$ cat config.mk
export PLATFORM = sky130hd
export DESIGN_NAME = div_sequencer_flat
export DESIGN_NICKNAME = d
export VERILOG_FILES = /design/src/rtl/div_sequencer_if.sv /design/src/rtl/div_sequencer.sv /design/src/flat_wrapper.sv
export SDC_FILE = /design/constraint.sdc
export NUM_CORES = 1
export LEC_CHECK = 0
export ABC_AREA = 1
export CORE_ASPECT_RATIO = 0.7
export CORE_MARGIN = 3
export CORE_UTILIZATION = 31
export CTS_CLUSTER_DIAMETER = 100
export DETAILED_ROUTE_END_ITERATION = 12
export SETUP_SLACK_MARGIN = 0.15
export SLEW_MARGIN = 10
export SYNTH_ARGS = -nofsm -noshare
export SYNTH_HDL_FRONTEND = slang
export SYNTH_SLANG_ARGS = --single-unit
export TNS_END_PERCENT = 5
$ cat constraint.sdc
create_clock -name clk -period 9.22 [get_ports clk]
set_input_delay 1.383 -clock clk [delete_from_list [all_inputs] [get_ports clk]]
set_output_delay 1.383 -clock clk [all_outputs]
set_load 0.02 [all_outputs]
$ cat src/rtl/div_sequencer_if.sv
// Execute-stage handshake between the pipeline and the multi-cycle divider.
// The pipeline holds valid and the operands until data_ok; stall freezes upstream stages.
interface div_sequencer_if #(
    parameter int unsigned WIDTH = 64
);
    logic             valid;
    logic             flush;
    logic [WIDTH-1:0] a;
    logic [WIDTH-1:0] b;
    logic             is_signed;
    logic             is_rem;
    logic             is_word;
    logic             stall;
    logic             data_ok;
    logic [WIDTH-1:0] result;

    modport master (
        output valid, flush, a, b, is_signed, is_rem, is_word,
        input  stall, data_ok, result
    );

    modport slave (
        input  valid, flush, a, b, is_signed, is_rem, is_word,
        output stall, data_ok, result
    );
endinterface

$ cat src/rtl/div_sequencer.sv
// RV64M divide/remainder sequencer: radix-2 restoring divider on operand magnitudes,
// with sign fix-up and W-op sign extension applied in a single cycle after the iteration.
module div_sequencer #(
    parameter int unsigned WIDTH = 64
) (
    input logic            clk,
    input logic            reset,
    div_sequencer_if.slave bus
);
    localparam int unsigned CW = $clog2(WIDTH);

    typedef enum logic [1:0] {
        IDLE  = 2'd0,
        CALC  = 2'd1,
        FIXUP = 2'd2,
        DONE  = 2'd3
    } state_t;

    state_t state, state_nxt;

    logic [CW-1:0]    count;
    logic [WIDTH-1:0] mag_b;
    logic [WIDTH-1:0] rem_q;
    logic [WIDTH-1:0] quo_q;
    logic [WIDTH-1:0] result_q;
    logic             q_neg;
    logic             r_neg;
    logic             rem_sel;
    logic             word_sel;

    logic             accept;
    logic             div_zero;
    logic             overflow;
    logic             special;
    logic             last_iter;
    logic             take;
    logic             done_ok;
    logic [WIDTH-1:0] abs_a;
    logic [WIDTH-1:0] abs_b;
    logic [WIDTH-1:0] special_val;
    logic [WIDTH-1:0] trial;
    logic [WIDTH-1:0] q_fix;
    logic [WIDTH-1:0] r_fix;
    logic [WIDTH-1:0] fix_val;
    logic [WIDTH:0]   shifted;

    function automatic logic [WIDTH-1:0] sext_word(input logic [WIDTH-1:0] v, input logic w);
        return w ? {{(WIDTH-32){v[31]}}, v[31:0]} : v;
    endfunction

    always_comb begin
        accept    = bus.valid && !bus.flush;
        abs_a     = (bus.is_signed && bus.a[WIDTH-1]) ? -bus.a : bus.a;
        abs_b     = (bus.is_signed && bus.b[WIDTH-1]) ? -bus.b : bus.b;
        div_zero  = (bus.b == '0);
        overflow  = bus.is_signed && (bus.a == {1'b1, {(WIDTH-1){1'b0}}}) && (bus.b == '1);
        special   = div_zero || overflow;
        if (div_zero)
            special_val = bus.is_rem ? bus.a : '1;
        else
            special_val = bus.is_rem ? '0 : bus.a;

        // Shifted remainder needs one extra bit; after a successful subtract it fits WIDTH again.
        shifted   = {rem_q, quo_q[WIDTH-1]};
        take      = (shifted >= {1'b0, mag_b});
        trial     = shifted[WIDTH-1:0] - mag_b;
        last_iter = (count == CW'(WIDTH - 1));

        q_fix     = q_neg ? -quo_q : quo_q;
        r_fix     = r_neg ? -rem_q : rem_q;
        fix_val   = sext_word(rem_sel ? r_fix : q_fix, word_sel);
    end

    always_ff @(posedge clk or posedge reset) begin
        if (reset)
            state <= IDLE;
        else
            state <= state_nxt;
    end

    always_comb begin
        state_nxt = state;
        case (state)
            IDLE:    if (accept) state_nxt = special ? DONE : CALC;
            CALC:    if (last_iter) state_nxt = FIXUP;
            FIXUP:   state_nxt = DONE;
            DONE:    state_nxt = IDLE;
            default: state_nxt = IDLE;
        endcase
        if (bus.flush)
            state_nxt = IDLE;
    end

    always_comb begin
        done_ok     = (state == DONE) && !bus.flush;
        bus.data_ok = done_ok;
        bus.stall   = bus.valid && !done_ok;
        bus.result  = result_q;
    end

    always_ff @(posedge clk or posedge reset) begin
        if (reset) begin
            count    <= '0;
            mag_b    <= '0;
            rem_q    <= '0;
            quo_q    <= '0;
            result_q <= '0;
            q_neg    <= 1'b0;
            r_neg    <= 1'b0;
            rem_sel  <= 1'b0;
            word_sel <= 1'b0;
        end else begin
            case (state)
                IDLE: begin
                    if (accept) begin
                        count    <= '0;
                        mag_b    <= abs_b;
                        rem_q    <= '0;
                        quo_q    <= abs_a;
                        q_neg    <= bus.is_signed && (bus.a[WIDTH-1] ^ bus.b[WIDTH-1]);
                        r_neg    <= bus.is_signed && bus.a[WIDTH-1];
                        rem_sel  <= bus.is_rem;
                        word_sel <= bus.is_word;
                        if (special)
                            result_q <= sext_word(special_val, bus.is_word);
                    end
                end
                CALC: begin
                    rem_q <= take ? trial : shifted[WIDTH-1:0];
                    quo_q <= {quo_q[WIDTH-2:0], take};
                    if (!last_iter)
                        count <= count + CW'(1);
                end
                FIXUP: begin
                    result_q <= fix_val;
                end
                default: ;
            endcase
        end
    end
endmodule

$ cat src/flat_wrapper.sv
// flat-port wrapper written by rule: the top's interface ports become plain ports
module div_sequencer_flat 
#(
    parameter int unsigned WIDTH = 64
)
  (clk, reset, bus_valid, bus_flush, bus_a, bus_b, bus_is_signed, bus_is_rem, bus_is_word, bus_stall, bus_data_ok, bus_result);
  div_sequencer_if #(.WIDTH(WIDTH)) bus_i ();
  input logic clk;
  input logic reset;
  input wire logic [$bits(bus_i.valid)-1:0] bus_valid;
  input wire logic [$bits(bus_i.flush)-1:0] bus_flush;
  input wire logic [$bits(bus_i.a)-1:0] bus_a;
  input wire logic [$bits(bus_i.b)-1:0] bus_b;
  input wire logic [$bits(bus_i.is_signed)-1:0] bus_is_signed;
  input wire logic [$bits(bus_i.is_rem)-1:0] bus_is_rem;
  input wire logic [$bits(bus_i.is_word)-1:0] bus_is_word;
  output wire logic [$bits(bus_i.stall)-1:0] bus_stall;
  output wire logic [$bits(bus_i.data_ok)-1:0] bus_data_ok;
  output wire logic [$bits(bus_i.result)-1:0] bus_result;
  assign bus_i.valid = bus_valid;
  assign bus_i.flush = bus_flush;
  assign bus_i.a = bus_a;
  assign bus_i.b = bus_b;
  assign bus_i.is_signed = bus_is_signed;
  assign bus_i.is_rem = bus_is_rem;
  assign bus_i.is_word = bus_is_word;
  assign bus_stall = bus_i.stall;
  assign bus_data_ok = bus_i.data_ok;
  assign bus_result = bus_i.result;
  div_sequencer #(.WIDTH(WIDTH)) u_core (.clk(clk), .reset(reset), .bus(bus_i));
endmodule
# Yosys cells after proc, flatten, opt, wreduce, memory -nomap -nowiden
# Cells that the tools add are included.
[totals]
ff_bits = 268
inputBits = 135
out_inout_bits = 66
word_cells = 75
[op_classes]
n_addsub = 6
order_cmp = 1
eq_ne = 11
muxes = 26
bitwise = 1
n_reduce_logical = 20
[ops]
columns = ["op", "count"]
rows = [
  ["64-bit two-way mux", 15],
  ["64-bit one-hot mux with 2 select lines", 3],
  ["64-bit negator", 4],
  ["64-bit equality test (second input constant)", 2],
  ["65-bit by 64-bit greater-or-equal comparator with 1-bit output", 1],
  ["64-bit zero test", 1],
  ["64-bit subtractor", 1],
  ["6-bit two-way mux", 2],
  ["6-bit one-hot mux with 2 select lines", 1],
  ["1-bit logical AND", 8],
  ["2-bit two-way mux", 4],
  ["2-bit one-hot mux with 4 select lines", 1],
  ["6-bit by 1-bit adder with 6-bit output (second input constant)", 1],
  ["6-bit equality test (second input constant)", 1],
  ["3-bit by 2-bit inequality test with 1-bit output (second input constant)", 2],
  ["2-bit AND reduction", 3],
  ["3-bit AND reduction", 2],
  ["2-bit equality test (second input constant)", 2],
  ["2-bit by 1-bit inequality test with 1-bit output (second input constant)", 2],
  ["2-bit nonzero test", 2],
  ["2-bit by 1-bit equality test with 1-bit output (second input constant)", 1],
  ["1-bit zero test", 2],
  ["2-bit zero test", 1],
  ["2-bit inequality test (second input constant)", 1],
  ["other kinds (2)", 2],
]

# Depth between registers and ports, before layout
# Gate-level depths: netlist of run 1.
[logic_depth]
word_depth = 8
mapped_depth = 19
depth_no_buf = 18

# Least setup slack after synthesis of run 1
# Ideal clock, no wire load.
[synth_timing]
path_kind = "input -> output"
start = "input bus_flush"
end = "output bus_stall"
arrival_time_ns = 1.903
slack_ns = 5.934
path_stages = 2
path_cell_list = "nor2_1 > nor2_1"
[synth_between]
elab_chain_len = 4
[synth_rtl]
columns = ["item", "line_no", "text"]
rows = [
  ["from (decl)", "flat_wrapper.sv:11", "input wire logic [$bits(bus_i.flush)-1:0] bus_flush;"],
  ["1-bit zero test", "div_sequencer.sv:95", "done_ok = (state == DONE) && !bus.flush;"],
  ["1-bit logical AND", "div_sequencer.sv:95", ""],
  ["1-bit zero test", "div_sequencer.sv:97", "bus.stall = bus.valid && !done_ok;"],
  ["1-bit logical AND", "div_sequencer.sv:97", ""],
  ["to (decl)", "flat_wrapper.sv:17", "output wire logic [$bits(bus_i.stall)-1:0] bus_stall;"],
]
# No other way between the ends.

# Final worst setup path of run 1
[layout_timing]
start = "input bus_a[0]"
end = "register u_core.result_q[19] (netlist: u_core.bus.result[19])"
[layout_between]
elab_chain_len = 6
[layout_rtl]
columns = ["item", "line_no", "text"]
rows = [
  ["from (decl)", "flat_wrapper.sv:12", "input wire logic [$bits(bus_i.a)-1:0] bus_a;"],
  ["64-bit equality test", "div_sequencer.sv:56", "overflow = bus.is_signed && (bus.a == {1'b1, {(WIDTH-1){1'b0}}}) && (bus.b == '1);"],
  ["1-bit logical AND (2 in a row)", "div_sequencer.sv:56", ""],
  ["1-bit logical OR", "div_sequencer.sv:57", "special = div_zero || overflow;"],
  ["2-bit by 1-bit inequality test with 1-bit output (no source line)", "--", ""],
  ["3-bit AND reduction (no source line)", "--", ""],
  ["to (signal assigned)", "div_sequencer.sv:125", "result_q <= sext_word(special_val, bus.is_word);"],
  ["to (signal assigned)", "div_sequencer.sv:135", "result_q <= fix_val;"],
  ["to (decl)", "div_sequencer.sv:25", "logic [WIDTH-1:0] result_q;"],
]
# No other way between the ends.
# A chain may end at the register's enable or synchronous reset.

==> results.cfg, run 1 <==
[status]
outcome = complete, no violations

[floorplanning]
die_area_um2 = 95600
io_pins = 201
die_y_um = 260
core_area_um2 = 90500
fp-row-count = 92
initial_core_util = 0.315
die_x_um = 368

[synth]
synthFlopType = dfrtp_1
yosysMostFrequentCell = nand2_1
yosys_warnings = 0
synth_area_leaders = nand2_1 (24%), dfrtp_1 (24%), nand3_1 (10%)
syn-cell-area_um2 = 28500
syn_avg_cell_area_um2 = 5.56
synth-seq-cells = 268
ys_types = 47
synth_common_cells = nand2_1 (1,789), inv_1 (646), nor2_1 (619)
synthArstFlopShare = 1.00
synth_area_leader_cell = nand2_1
yosysTopAreaCellShare = 0.236
synthesis.nets = 5334
synthCells = 5124
synth_edf_count = 0
ys_seq_area_frac = 0.236

[routing]
drt-vias-per-instance = 5.10
wirelength_um = 117000
drt_iter0_drc = 3692
dr_total_vias = 32913
ant_nets = 0
wl_per_cell_um = 18.2
drtPass1Iterations = 6
drc_errors = 0

[place]
place.gp.congestion = 0.954
io_buffers = 200
hpwlAfterDp_um = 93500
place_area_um2 = 31500

[power]
p_int_mw = 3.69
ir_worst_vdd_v = 0.000109
leakage_nw = 16.9
power_switching_mw = 3.97
clkPwrFrac = 0.182
power_frac_comb = 0.573
p_per_area_nw_per_um2 = 235
seq_power_share = 0.245
switching_share = 0.518

[worst_setup_path]
rr_worst_depth = 13
cp_cell_sequence = clkdlybuf4s50_1, inv_1, ha_1, nand3_1, nor2_2, nand2_2, nor2_4, nand4_1, nor2_1, nand2_1, nand3_2, nand2_4, inv_2, o21ai_0, nand2_1
worst-endpoint-arrival_ns = 4.95
cp_common_cell = nand2_1
cp-start-kind = input port
endpoint_kind = register
max_stage_delay_ns = 0.60
required_ns = 9.73
timing.rr.end = u_core.rem_q[48]
rr_startpoint = u_core.rem_q[9]
crit_type = input port to register
r2r_setup_slack_ns = 4.96
cp_slowest_cell = inv_2
crit_fanout = 43

[layout]
drive_above_1_share = 0.0287
fin_nets = 5416
n_fill_cell = 10372
n_antenna_cell = 0
syn_to_final_growth_pct = 14.4
final_area_um2 = 32600

[clock_tree]
clkSinkCount = 268
worstSkewPairLatency_ns = 0.57
cts_resized = 0
cts-root-buf = clkbuf_16
clk_pin_slew_worst_paths_ns = 0.06
holdBufCountCts = 0
postCtsSetupBuffers = 0
numCtsBuffers = 34
htreeDepth = 2
cts.path.max_buffers = 3
cts_tree = done

[worst_hold_path]
hold_depth = 2
hold_class = register to register
holdPathEnd = u_core.mag_b[42]
min_from = u_core.mag_b[42]

[global_route]
grtUsageTotal = 0.238
antenna_found_initial = 1
grt_remaining_overflow = 0
grt_pass1_vias = 29511
grt_pass1_wl_um = 177000
grt_max_degree = 149

[sta]
slew_viol_final = 0
worst_slew_pin_slew_ns = 1.19
final_hold_viol_count = 0
timing.final.crit_share = 0.481
period_minus_slack_ns = 4.43
relSlewSlack = 0.202
fin_worst_skew_ns = 0.0194
finalSetupViolCount = 0
tns_ns = 0
fmax_mhz = 226
rsz0062_at_grt = no

[flow_run]
cap_violations = 0
logic make-up after synthesis:
group	synth area share
AOI/OAI and AO/OA	0.116
adders and majority gates	0.0332
xor gates and xnor gates	0.0289
DFF	0.236
and+or+nand+nor	0.470
muxes	0.000703
buffers and inverters	0.115
cell usage in the layout (no fill, tap or decap), types with 73 or more instances in the layout:
cell	netlist	layout
dfrtp_1	268	266
a21oi_1	189	189
nand2_1	1789	1787
nand3_1	580	580
nand4_1	78	78
inv_1	646	640
o21ai_0	362	362
ha_1	74	73
clkdlybuf4s50_1	0	199
nor2_1	619	616
state kept, by name, summed over array words and instances (netlist names), 2 cells and up:
name,cells
u_core.mag_b,64
u_core.bus.result,64
u_core.quo_q,64
u_core.count,6
u_core.rem_q,64
u_core.state,2
critical path: cells and delay by family:
kind / cells / cell delay [ns]
compound gates: 1 / 0.21
simple gates: 10 / 1.88
fa+ha+maj: 1 / 0.21
buf+inv: 3 / 1.21
cell type report:
class,instances,area (um^2),share of cell area
repair buffers,231,2240,0.0688
inverters,656,2470,0.0758
clock inverters,10,149,0.00457
multi-input cells,4015,18500,0.569
flip-flops and latches,268,6710,0.206
clock buffers,47,950,0.0291
well taps,1222,1530,0.0469
power by group through the flow:
stage / logic (mW) / registers (mW) / clock network, mW
final: 4.38 / 1.88 / 1.40
after detailed placement: 4.33 / 1.88 / 0
after global routing: 4.89 / 1.92 / 1.47
after CTS: 4.35 / 1.87 / 1.43
after global placement: 4.31 / 1.89 / 0
after floorplan: 2.81 / 1.91 / 0
routing by layer:
metal  wire (um)  track usage  up-vias
met1       57300        0.361    15201
li1            -            -    16464
met5           0            0        -
met4        1620       0.0379        0
met3        9090       0.0341       85
met2       49400        0.357     1163
how the worst max path moves through the flow:
stage | from | to | depth (start not counted)
3_3_place_gp | bus_a[0] | u_core.bus.result[19] | 15
3_5_place_dp | bus_a[0] | u_core.bus.result[19] | 15
2_1_floorplan | reset | u_core.bus.result[0] | 1
5_1_grt | bus_a[0] | u_core.bus.result[19] | 15
4_1_cts | bus_a[0] | u_core.bus.result[19] | 15
6_report | bus_a[0] | u_core.bus.result[19] | 15
per-stage QoR:
step	hold WS [ns]	setup WS, ns	util	std cells	power (mW)
after floorplan	0.449	0.455	-	5124	4.72
after global placement	0.467	4.26	0.348	6392	6.20
after detailed placement	0.465	4.22	0.348	6392	6.22
after CTS	0.482	4.84	0.360	6449	7.66
after global routing	0.503	4.52	0.360	6449	8.29
final	0.480	4.79	0.360	6449	7.66
No activity file was read; power rests on OpenSTA's default activity.
==> run 2: changes to the inputs <==
clock period = 3.9 ns   (was 9.22 ns; I/O delays follow)
==> results.cfg, run 2 (synthesis gave the netlist of run 1 again) <==
[floorplanning]
die_y_um = 260
io_pins = 201
die_x_um = 368
fp-row-count = 92
die_area_um2 = 95600
core_area_um2 = 90500
initial_core_util = 0.315

[worst_setup_path]
cp-start-kind = register
required_ns = 4.40
cp_slowest_cell = fa_1
cp_common_cell = nand2_1
crit_fanout = 4
rr_startpoint = u_core.quo_q[63]
critPathBufInv = 3
cp_cell_sequence = inv_1, ha_1, inv_1, fa_1, inv_1, nor2_1, nand2_1, nand3_1, nand2_1, nand3_1, nand2_1, nand3b_1, nand2_1, nand3_1, nand3_1, nand2_1
rr_worst_depth = 16
timing.rr.end = u_core.rem_q[54]
endpoint_kind = register
r2r_setup_slack_ns = 0.59
worst-endpoint-arrival_ns = 3.82
crit_family = simple AND/OR/NAND/NOR gates
crit_type = register to register
max_stage_delay_ns = 0.50

[global_route]
grtUsageTotal = 0.241
grt_pass1_vias = 29784
antenna_found_initial = 2
grt_remaining_overflow = 0
grt_max_degree = 95
grt_pass1_wl_um = 180000

[clock_tree]
numCtsBuffers = 31
clkSinkCount = 268
cts_tree = done
clk_pin_slew_worst_paths_ns = 0.06
postCtsSetupBuffers = 0
worstSkewPairLatency_ns = 0.63
cts_resized = 0
holdBufCountCts = 0
cts.path.max_buffers = 3
htreeDepth = 1
cts-root-buf = clkbuf_16

[sta]
period_minus_slack_ns = 3.31
worst_slew_pin_slew_ns = 0.981
timing.final.crit_share = 0.849
relSlewSlack = 0.346
finalSetupViolCount = 0
final_hold_viol_count = 0
fmax_mhz = 302
slew_viol_final = 0
setup_slack_ns = 0.587
fin_worst_skew_ns = 0.0241
rsz0062_at_grt = no

[layout]
syn_to_final_growth_pct = 15.8
drive_above_1_share = 0.0357
final_common_cell = nand2_1
final_cell_mix = nand2_1 (1,787), inv_1 (640), nor2_1 (616), nand3_1 (580), o21ai_0 (362)
fin_cells = 6485
utilization = 0.364
fin_nets = 5448

[routing]
drtPass1Iterations = 6
drt_iter0_drc = 3876
drt-vias-per-instance = 5.13
ant_nets = 0
drc_errors = 0
wl_per_cell_um = 18.3
wirelength_um = 119000
dr_total_vias = 33242

[place]
place.gp.congestion = 0.996
placed_cells = 6427
hpwlAfterDp_um = 95000
place_ws_ns = 0.315
io_buffers = 200

[power]
leakage_nw = 17.1
ir_worst_vdd_v = 0.000390
p_per_area_nw_per_um2 = 552

[status]
outcome = complete, no violations

[worst_hold_path]
hold_depth = 2
holdPathEnd = u_core.bus.result[52]
hold_class = register to register
min_from = u_core.bus.result[52]

[flow_run]
cap_violations = 0
run 2: changes by cell type in the layout (fill, tap and decap cells not counted), sizes merged:
cell           previous run  this run
inv                     652       651
clkbuf                   47        42
buf                      32        66
clkinvlp                  2         1
diode                     0         1
clkdlybuf4s50           199       200
bufinv                    3         4
clkinv                    9        15
run 2: report_power, final:
| group | leakage, nW | total (mW) | internal, mW | switching, mW |
|---|---|---|---|---|
| Sequential | 3.47 | 4.49 | 3.71 | 0.780 |
| Combinational | 13.1 | 10.5 | 3.21 | 7.26 |
| Clock | 0.538 | 3.23 | 1.85 | 1.38 |
| Total | 17.1 | 18.2 | 8.77 | 9.42 |
run 2: worst max-delay path by stage:
stage	from	end	slack, ns	cells past startpoint
2_1_floorplan	reset	u_core.bus.result[0]	-0.22	1
4_1_cts	u_core.quo_q[63]	u_core.rem_q[54]	0.65	16
3_5_place_dp	bus_b[0]	u_core.bus.result[0]	0.31	14
5_1_grt	u_core.quo_q[63]	u_core.rem_q[46]	0.43	18
6_report	u_core.quo_q[63]	u_core.rem_q[54]	0.59	16
3_3_place_gp	bus_b[0]	u_core.bus.result[0]	0.37	14
run 2: cell type report:
| cell class | count | area, um^2 |
|---|---|---|
| sequential | 268 | 6710 |
| tap | 1222 | 1530 |
| clock inverter | 15 | 186 |
| antenna | 1 | 2.50 |
| inverter | 656 | 2470 |
| timing repair buffer | 266 | 2650 |
| clock buffer | 42 | 887 |
| fill | 10075 | 57500 |
| multi-input combinational | 4015 | 18500 |
run 2: tightest hold or removal path, delay by kind of cell, from the launching register on:
kind	cells	cell delay [ns]
flops	1	0.34
simple gates	2	0.10
run 2: routing by layer:
| metal | share of wire | global-route usage |
|---|---|---|
| met5 | 0 | 0 |
| met4 | 0.017 | 0.0368 |
| met3 | 0.081 | 0.0367 |
| met1 | 0.49 | 0.370 |
| met2 | 0.42 | 0.355 |
run 2: per-stage QoR:
stage / TNS (ns) / instance area (um^2) / hold WS (ns) / power (mW)
after global routing: 0 / 33000 / 0.500 / 19.7
final: 0 / 33000 / 0.476 / 18.2
after floorplan: -60.16 / 28500 / 0.449 / 11.2
after global placement: 0 / 31900 / 0.468 / 14.8
after CTS: 0 / 33000 / 0.481 / 18.1
after detailed placement: 0 / 31900 / 0.465 / 14.8
